**src/rtl/rv32i_pkg.sv**
```systemverilog
// Shared RV32I front-end types: fetch FSM states, the NOP encoding, and the
// IF/ID slot payload that the fetch unit produces and the decoder consumes.
package rv32i_pkg;

  localparam int unsigned XLEN = 32;

  // ADDI x0,x0,0
  localparam logic [XLEN-1:0] NOP_INSTR = 32'h0000_0013;

  typedef enum logic [1:0] {
    BOOT = 2'd0,
    RUN  = 2'd1,
    HALT = 2'd2
  } fetch_state_e;

  typedef struct packed {
    logic [XLEN-1:0] instr;
    logic [XLEN-1:0] pc;
    logic [XLEN-1:0] pc_plus4;
  } if_id_t;

endpackage

```
**src/rtl/pc_gen.sv**
```systemverilog
// Program counter for the fetch stage.
// Holds pc, produces the sequential successor with wrap at the end of the ROM,
// and classifies a redirect target as bad (misaligned or beyond the ROM).
// Ports:
//   clk, reset_n        clock, synchronous active-low reset
//   seq_en              step pc to next_pc this cycle
//   redirect_valid      load redirect_addr (if it is a good target); beats seq_en
//   redirect_addr       byte target from execute
//   pc                  current fetch address (registered)
//   pc_plus4_c          pc + 4, unwrapped (link value)
//   next_pc             sequential successor, wrapped to 0 at ROM_DEPTH*4
//   bad_target          redirect_addr is not a legal fetch address
module pc_gen
  import rv32i_pkg::*;
#(
  parameter logic [XLEN-1:0] RESET_PC  = 32'h0000_0000,
  parameter int unsigned     ROM_DEPTH = 128
) (
  input  logic            clk,
  input  logic            reset_n,
  input  logic            seq_en,
  input  logic            redirect_valid,
  input  logic [XLEN-1:0] redirect_addr,
  output logic [XLEN-1:0] pc,
  output logic [XLEN-1:0] pc_plus4_c,
  output logic [XLEN-1:0] next_pc,
  output logic            bad_target
);

  localparam logic [XLEN-1:0] ROM_BYTES = 32'(ROM_DEPTH * 4);

  // Add first (mod 2^32), then compare against the end of the ROM.
  assign pc_plus4_c = pc + 32'd4;
  assign next_pc    = (pc_plus4_c == ROM_BYTES) ? '0 : pc_plus4_c;

  assign bad_target = (redirect_addr[1:0] != 2'b00) ||
                      (redirect_addr[XLEN-1:2] >= 30'(ROM_DEPTH));

  // A bad redirect leaves pc untouched so instr_raddr keeps pointing somewhere legal.
  always_ff @(posedge clk) begin
    if (!reset_n) begin
      pc <= RESET_PC;
    end else if (redirect_valid) begin
      if (!bad_target) pc <= redirect_addr;
    end else if (seq_en) begin
      pc <= next_pc;
    end
  end

endmodule

```
**src/rtl/instr_fetch_unit.sv**
```systemverilog
// Instruction fetch stage sitting directly in front of instruction_memory.
// Drives the ROM address from pc, registers the returned word into the IF/ID
// slot and hands it to the decoder with valid/ready. Redirects flush the slot;
// an illegal redirect target halts fetch and raises a sticky fault.
// Ports:
//   clk, reset_n                  clock, synchronous active-low reset
//   instr_raddr / instr_code      ROM byte address (= pc) / returned word
//   redirect_valid/redirect_addr  one-cycle redirect from execute
//   if_ready                      decoder accepts the slot this cycle
//   if_valid/if_instr/if_pc/if_pc_plus4  IF/ID slot
//   fetch_fault/fault_addr        sticky bad-target fault and its address
//   fetch_count                   number of accepted handoffs (wraps)
module instr_fetch_unit
  import rv32i_pkg::*;
#(
  parameter logic [XLEN-1:0] RESET_PC  = 32'h0000_0000,
  parameter int unsigned     ROM_DEPTH = 128,
  parameter logic [XLEN-1:0] NOP_INSTR = rv32i_pkg::NOP_INSTR
) (
  input  logic            clk,
  input  logic            reset_n,
  output logic [XLEN-1:0] instr_raddr,
  input  logic [XLEN-1:0] instr_code,
  input  logic            redirect_valid,
  input  logic [XLEN-1:0] redirect_addr,
  input  logic            if_ready,
  output logic            if_valid,
  output logic [XLEN-1:0] if_instr,
  output logic [XLEN-1:0] if_pc,
  output logic [XLEN-1:0] if_pc_plus4,
  output logic            fetch_fault,
  output logic [XLEN-1:0] fault_addr,
  output logic [XLEN-1:0] fetch_count
);

  fetch_state_e    state;
  if_id_t          slot;
  logic [XLEN-1:0] pc;
  logic [XLEN-1:0] pc_plus4_c;
  logic [XLEN-1:0] next_pc;
  logic            bad_target;
  logic            advance;
  logic            handoff;

  assign advance = (state == RUN) && (!if_valid || if_ready);
  assign handoff = if_valid && if_ready;

  pc_gen #(
    .RESET_PC  (RESET_PC),
    .ROM_DEPTH (ROM_DEPTH)
  ) u_pc_gen (
    .clk            (clk),
    .reset_n        (reset_n),
    .seq_en         (advance),
    .redirect_valid (redirect_valid),
    .redirect_addr  (redirect_addr),
    .pc             (pc),
    .pc_plus4_c     (pc_plus4_c),
    .next_pc        (next_pc),
    .bad_target     (bad_target)
  );

  assign instr_raddr = pc;
  assign if_instr    = slot.instr;
  assign if_pc       = slot.pc;
  assign if_pc_plus4 = slot.pc_plus4;

  // FSM, IF/ID slot, fault registers and handoff counter.
  always_ff @(posedge clk) begin
    if (!reset_n) begin
      state       <= BOOT;
      if_valid    <= 1'b0;
      slot        <= '{instr: NOP_INSTR, pc: '0, pc_plus4: '0};
      fetch_fault <= 1'b0;
      fault_addr  <= '0;
      fetch_count <= '0;
    end else begin
      // A handoff in a redirect cycle is still a real handoff.
      if (handoff) fetch_count <= fetch_count + 32'd1;

      if (redirect_valid) begin
        if_valid   <= 1'b0;
        slot.instr <= NOP_INSTR;
        if (bad_target) begin
          state       <= HALT;
          fetch_fault <= 1'b1;
          fault_addr  <= redirect_addr;
        end else begin
          state       <= RUN;
          fetch_fault <= 1'b0;
        end
      end else begin
        case (state)
          BOOT: state <= RUN;
          RUN: begin
            if (advance) begin
              slot     <= '{instr: instr_code, pc: pc, pc_plus4: pc_plus4_c};
              if_valid <= 1'b1;
            end
          end
          HALT: ;
          default: state <= BOOT;
        endcase
      end
    end
  end

  // Unused here; next_pc is consumed inside pc_gen.
  logic unused_ok;
  assign unused_ok = ^next_pc;

endmodule

```
**config.mk**
```make
export PLATFORM = sky130hd
export DESIGN_NAME = instr_fetch_unit
export DESIGN_NICKNAME = d
export VERILOG_FILES = /design/src/rtl/rv32i_pkg.sv /design/src/rtl/pc_gen.sv /design/src/rtl/instr_fetch_unit.sv
export SDC_FILE = /design/constraint.sdc
export NUM_CORES = 1
export LEC_CHECK = 0
export BUFFER_PORTS_ARGS = -buffer_cell sky130_fd_sc_hd__buf_2
export CAP_MARGIN = 20
export CORE_MARGIN = 2
export CORE_UTILIZATION = 55
export DETAILED_ROUTE_END_ITERATION = 6
export PLACE_DENSITY = 0.94
export SYNTH_ARGS = -nofsm -noshare
export SYNTH_HDL_FRONTEND = slang
export SYNTH_SLANG_ARGS = --single-unit
```
**constraint.sdc**
```tcl
create_clock -name clk -period 5.8 [get_ports clk]
set_clock_uncertainty 0.2 [all_clocks]
set_input_delay 1.16 -clock clk [delete_from_list [all_inputs] [get_ports clk]]
set_output_delay 1.16 -clock clk [all_outputs]
set_load 0.02 [all_outputs]
```
* Word level (Yosys, flattened, before mapping)
Cells that the tools add are included.
W data, S select, Z words.
** Operators by class
- $add $sub $neg :: 2
- Magnitude comparators :: 1
- Equal/unequal tests :: 5
- Multiplexer cells :: 8
- Bitwise operators :: 2
- Reductions and logical operators :: 14
** Operators by type and width (number)
- $mux W32 :: 4
- $add A32 B1 Y32 const B :: 1
- $add A32 B3 Y32 const B :: 1
- $eq A32 B10 Y1 const B :: 1
- $ge A30 B8 Y1 const B :: 1
- $reduce_and A2 Y1 :: 3
- $mux W2 :: 2
- $pmux W2 S2 :: 1
- $reduce_bool A2 Y1 :: 2
- $reduce_or A2 Y1 :: 2
- $reduce_and A3 Y1 :: 1
- $eq A2 B1 Y1 const B :: 1
- $eq A2 B2 Y1 const B :: 1
- $logic_and A1 B1 Y1 :: 2
- $logic_not A2 Y1 :: 1
- $logic_or A1 B1 Y1 :: 2
- $ne A2 B1 Y1 const B :: 1
- $ne A2 B2 Y1 const B :: 1
- $not A1 Y1 :: 2
- $logic_not A1 Y1 :: 1
- $mux W1 :: 1
** Storage, ports and cells
- Register bits after elaboration :: 196
- Output and inout bits :: 194
- Word-level logic and storage cells :: 41

* Logic depth before layout (Yosys ltp)
- Word-level depth :: 5
- Depth in mapped cells :: 10
- Mapped depth without buffers :: 9

* Hierarchy
A second synthesis with hierarchy kept.
** Unflattened totals
- Cells, all modules :: 1124
- Area total of the unflattened synthesis :: 8868.5 um2
** By module, submodules not included
- instr_fetch_unit :: times used 1, cells each 753, area each 6060.8 um2
- pc_gen :: times used 1, cells each 371, area each 2807.7 um2

* Worst setup path after synthesis
OpenSTA, ideal clock, no wires.
- Path type :: input to register
- From :: input port redirect_addr[31]
- To :: register u_pc_gen.pc[30]
- Library setup time :: 0.118 ns
- Arrival :: 2.553 ns
- Data required time :: 5.482 ns
- Path slack :: 2.929 ns
- Stages on the path :: 8
- Path buffers :: 1
- Path through :: nor4_1 -> and4_1 -> nand3_1 -> nand2_1 -> clkbuf_1 -> o21ai_0 -> a22oi_1 -> nor2b_1
** On the way
- Word-level cells in the longest chain between the ends :: 4
** RTL lines
- from (decl) :: line instr_fetch_unit.sv:25 : input logic [XLEN-1:0] redirect_addr,
- $ge A30 B8 Y1 :: line pc_gen.sv:37 : (redirect_addr[XLEN-1:2] >= 30'(ROM_DEPTH));
- $logic_or A1 B1 Y1 :: line pc_gen.sv:36 : assign bad_target = (redirect_addr[1:0] != 2'b00) ||
- $ne A2 B2 Y1 (no source line)
- $reduce_and A2 Y1 (no source line)
- to (signal assigned) :: line pc_gen.sv:44 : if (!bad_target) pc <= redirect_addr;
- to (signal assigned) :: line pc_gen.sv:46 : pc <= next_pc;
- to (decl) :: line pc_gen.sv:24 : output logic [XLEN-1:0] pc,
Every way passes these cells.
A chain may end at the register's enable or synchronous reset.

* Worst setup path after layout
- From :: input port redirect_addr[9]
- To :: register u_pc_gen.pc[11]
Same word-level chain as after synthesis.

==> impl_results.rst <==
.. list-table::
   :header-rows: 1

   * - Metric
     - Value
   * - Combined area of all synthesized cells
     - 0.00861 mm2
   * - Clock tree from TritonCTS
     - yes
   * - Global-route wire length before repair
     - 37900 um
   * - Period minus WS final
     - 3.50 ns
   * - Path category of the worst min-delay check
     - reg -> reg
   * - Setup crit end kind
     - register
   * - Power share of the sequential group
     - 51.4%
   * - Worst setup margin
     - 2.30 ns
   * - Total nets after synthesis
     - 1084
   * - Multi-input gate area
     - 0.00434 mm2
   * - Final number of max-transition violations
     - 0
   * - Worst setup SP type
     - input pin
   * - Number of gates resized after CTS
     - 0
   * - Vias in the first global route
     - 7618
   * - Number of filler instances in the final layout
     - ~1300
   * - H-tree depth reported by CTS
     - 4
   * - Syn avg cell area
     - 8.51 um2
   * - Worst Path Buf+Inv
     - 1
   * - Clock share of power
     - 40.9%
   * - Highest clock rate
     - 286 MHz
   * - Drt first-iter violations
     - 525
   * - Number of remaining DRC errors
     - 0
   * - Worst slack at placement
     - 1.95 ns
   * - Met1 track demand over resource in global routing
     - 33.7%
   * - Starting utilization of the core area
     - 56.4%
   * - Critical Path Start
     - redirect_addr[9]
   * - Flip-flop and latch area
     - 0.00388 mm2
   * - FF-to-FF Start
     - u_pc_gen.pc[15]$_SDFFE_PN0P_
   * - Slew at the pin closest to its max-slew limit
     - approximately 0.96 ns
   * - Met2 GRT Util
     - between 40% and 50%
   * - Area of the die
     - 0.0167 mm2
   * - Antenna fix cells
     - 0
   * - Flip-flop cell with the highest count after synthesis
     - sky130_fd_sc_hd__dfxtp_1
   * - Number of buffers inserted to repair setup after CTS
     - 0
   * - Core outline area
     - between 0.015 and 0.02 mm2
   * - Rows
     - 45
   * - Number of cells on the critical path
     - 8
   * - Summed negative setup slack over all endpoints
     - 0 ns
   * - Clock root cell
     - sky130_fd_sc_hd__clkbuf_16
   * - Remaining Overflow, GRT
     - 0
   * - Final hold viol count
     - 0
   * - Rel. slew slack
     - 36.3%
   * - Type of the worst setup path
     - in -> reg
   * - Async set-reset flop share out of synthesis
     - 0%
   * - Post-layout net count
     - 1291
   * - Number of synthesized flops with an enable pin
     - 0
   * - Vias per std cell
     - 5.60
   * - Worst-path clk slew
     - 0.06 ns
   * - Hold Buf Count CTS
     - 0
   * - Critical path's slowest cell
     - sky130_fd_sc_hd__nand3_1
   * - Sink count of the clock tree
     - 194
   * - Seq/Total Area, Yosys
     - between 40% and 50%
   * - Fin crit share
     - 60.4%
   * - Die boundary height
     - 129 um
   * - Largest delay share family, worst path
     - simple AND/OR/NAND/NOR gates
   * - Internal power
     - 2.05 mW
   * - Switching fraction of total power
     - 23.6%
   * - Number of synthesized register bits
     - 194
   * - Switch Pwr
     - approximately 0.63 mW
   * - Cell variety after synth
     - 59
   * - Average wire length per cell after detail routing
     - ~17 um
   * - Total power of the final layout
     - 2.69 mW
   * - Met3 demand-to-capacity share in global routing
     - under 10%
   * - Length of the first detailed-routing pass in iterations
     - 5
   * - Detail Placement HPWL
     - 17300 um
   * - Post-Route Utilization
     - 68.5%
   * - Maximum vdd ir drop
     - 0.202 mV
   * - Data required, critical path
     - a little under 6 ns
   * - Delay of the slowest cell on the worst path
     - between 0.6 and 0.7 ns
   * - Power density cells
     - 257 mW/mm2
   * - Logic gate share of total power
     - 7.8%
   * - Worst Reg2Reg Path Length in Cells
     - 7
   * - Setup violators final
     - 0
   * - Count of buffers inserted at the top-level ports
     - 261
   * - Ratio of cells with drive above 1 in the final layout
     - 25.4%
   * - Number of instances in the synthesized netlist
     - 1012
   * - Top-level I/O count
     - 262
   * - P&R area growth vs syn
     - 21.3%
   * - CP Data Arrival Time
     - 3.61 ns
   * - Critical hold path startpoint
     - if_instr[10]$_SDFFE_PP0P_
   * - Warnings, synthesis
     - 0
   * - Antenna violations before repair
     - 0
   * - Outcome
     - complete, no violations
   * - Total detailed-routing wirelength
     - 24200 um
   * - Static leakage
     - 4.67 nW
   * - Hold Slack
     - 0.254 ns
   * - Pin count of the biggest net entering global routing
     - 116
   * - Worst path cell trace
     - buf_2 -> nor4_1 -> and4_1 -> nand3_1 -> nand2_1 -> o21ai_0 -> a22oi_1 -> nor2b_1
   * - Die width
     - 129 um
   * - Worst-Skew Late Latency
     - 0.42 ns
   * - Number of nets with antenna violations after detailed routing
     - 0
   * - Highest fanout seen on the critical path
     - 17
   * - Gr busiest metal
     - met2
   * - RSZ-0062 raised after global routing
     - false
   * - Via count of the routed design
     - 8073
   * - Number of cells traversed by the worst hold path
     - 2
   * - Number of buffers inserted during clock tree synthesis
     - 17
   * - Overall fraction of global-route tracks in use
     - 28.5%
   * - Clock buffer depth
     - 2
   * - RD Place Congestion
     - 0.906
   * - Reported max-cap violation count
     - 0
==> stage by stage <==
stage | cell area, um2 | instances
6_report | 10400 | 1442
5_1_grt | 10400 | 1442
2_1_floorplan | 8610 | 1012
3_3_place_gp | 9880 | 1410
4_1_cts | 10400 | 1441
3_5_place_dp | 9880 | 1410
==> layout by cell type, fill, tap and decap left out, types with 4 or more instances in the layout <==
master and n:
sky130_fd_sc_hd__buf_4 8, sky130_fd_sc_hd__and3_1 15, sky130_fd_sc_hd__nor2b_1 35, sky130_fd_sc_hd__nor2_1 26, sky130_fd_sc_hd__xnor2_1 33, sky130_fd_sc_hd__o21ai_0 30
sky130_fd_sc_hd__nand3_1 27, sky130_fd_sc_hd__nand4_1 17, sky130_fd_sc_hd__or3_1 13, sky130_fd_sc_hd__inv_1 9, sky130_fd_sc_hd__clkbuf_16 17, sky130_fd_sc_hd__ha_1 4
sky130_fd_sc_hd__nor4_1 8, sky130_fd_sc_hd__nand2_1 221, sky130_fd_sc_hd__and2_1 37, sky130_fd_sc_hd__o211a_1 17, sky130_fd_sc_hd__a21boi_0 62, sky130_fd_sc_hd__dfxtp_1 194
sky130_fd_sc_hd__nor3_1 19, sky130_fd_sc_hd__a22oi_1 6, sky130_fd_sc_hd__mux2i_1 25, sky130_fd_sc_hd__buf_2 260, sky130_fd_sc_hd__xor2_1 20, sky130_fd_sc_hd__clkbuf_1 4
sky130_fd_sc_hd__and4_1 8, sky130_fd_sc_hd__a21oi_1 54
==> power groups by stage <==
| stage | clock, mW | combinational (mW) | sequential (mW) |
|---|---|---|---|
| after global routing | 1.18 | 0.226 | 1.38 |
| after floorplan | 0 | 0.0961 | 1.44 |
| after detailed placement | 0 | 0.207 | 1.41 |
| after CTS | 1.12 | 0.208 | 1.38 |
| final | 1.10 | 0.208 | 1.38 |
| after global placement | 0 | 0.202 | 1.41 |
==> area by class of cell <==
type / count / share of cell area, %
Multi-Input combinational cell: 728 / 41.5
Sequential cell: 194 / 37.2
Timing Repair Buffer: 269 / 13.2
Clock buffer: 23 / 4.48
Tap cell: 211 / 2.53
Clock inverter: 8 / 0.779
Inverter: 9 / 0.323
==> cells in the mapped netlist (4+ instances only) <==
cell type	instances	area (um2)
sky130_fd_sc_hd__nand2_1	221	830
sky130_fd_sc_hd__buf_2	7	35.0
sky130_fd_sc_hd__dfxtp_1	194	3880
sky130_fd_sc_hd__a21oi_1	55	275
sky130_fd_sc_hd__nor2b_1	35	219
sky130_fd_sc_hd__o211a_1	17	170
sky130_fd_sc_hd__xnor2_1	33	289
sky130_fd_sc_hd__a21boi_0	62	465
sky130_fd_sc_hd__o21ai_0	30	150
sky130_fd_sc_hd__nand3_1	27	135
sky130_fd_sc_hd__and3_1	15	93.8
sky130_fd_sc_hd__and2_1	37	231
sky130_fd_sc_hd__a22oi_1	6	45.0
sky130_fd_sc_hd__inv_1	9	33.8
sky130_fd_sc_hd__nor3_1	19	95.1
sky130_fd_sc_hd__clkbuf_1	56	210
sky130_fd_sc_hd__nor2_1	26	97.6
sky130_fd_sc_hd__buf_4	10	75.1
sky130_fd_sc_hd__nor4_1	8	50.1
sky130_fd_sc_hd__and4_1	8	70.1
sky130_fd_sc_hd__ha_1	4	50.1
sky130_fd_sc_hd__mux2i_1	25	250
sky130_fd_sc_hd__nand4_1	17	106
sky130_fd_sc_hd__or3_1	13	81.3
sky130_fd_sc_hd__xor2_1	20	175
==> sequential cells by signal, indices dropped and copies added, names as in the netlist <==
| signal | cells |
|---|---|
| if_instr | 32 |
| fetch_fault | 1 |
| if_valid | 1 |
| state | 2 |
| fetch_count | 32 |
| if_pc | 32 |
| u_pc_gen.pc | 32 |
| fault_addr | 32 |
| if_pc_plus4 | 30 |
==> routing by layer <==
metal	vias up	part of all wire, %
li1	3845	-
met1	3813	39
met2	353	50
met3	62	7.2
met4	0	3.7
met5	-	0
==> path summary, 6_finish.rpt <==
check	endpoint	slack, ns
worst max-delay path	u_pc_gen.pc[11]$_SDFFE_PN0P_	2.30
worst min-delay path	if_instr[10]$_SDFFE_PP0P_	0.25
worst max register to register	u_pc_gen.pc[3]$_SDFFE_PN0P_	2.54
worst min register to register	if_instr[10]$_SDFFE_PP0P_	0.25
==> cell families (layout without fill, tap and decap cells) <==
group,count (synthesis),after routing,synth area share [%]
AOI/OAI and AO/OA,197,197,15.3
xor gates and xnor gates,54,54,5.58
adders and majority gates,4,4,0.581
buffers and inverters,90,309,4.75
DFF,194,194,45.1
muxes,25,25,2.91
and+or+nand+nor,448,448,25.8
==> worst min-delay path: cells and delay by family (launching register included) <==
| family | cells | cell delay, ns |
|---|---|---|
| simple gates | 1 | 0.05 |
| compound gates | 1 | 0.05 |
| flops | 1 | 0.30 |
No activity file was read; power rests on OpenSTA's default activity.
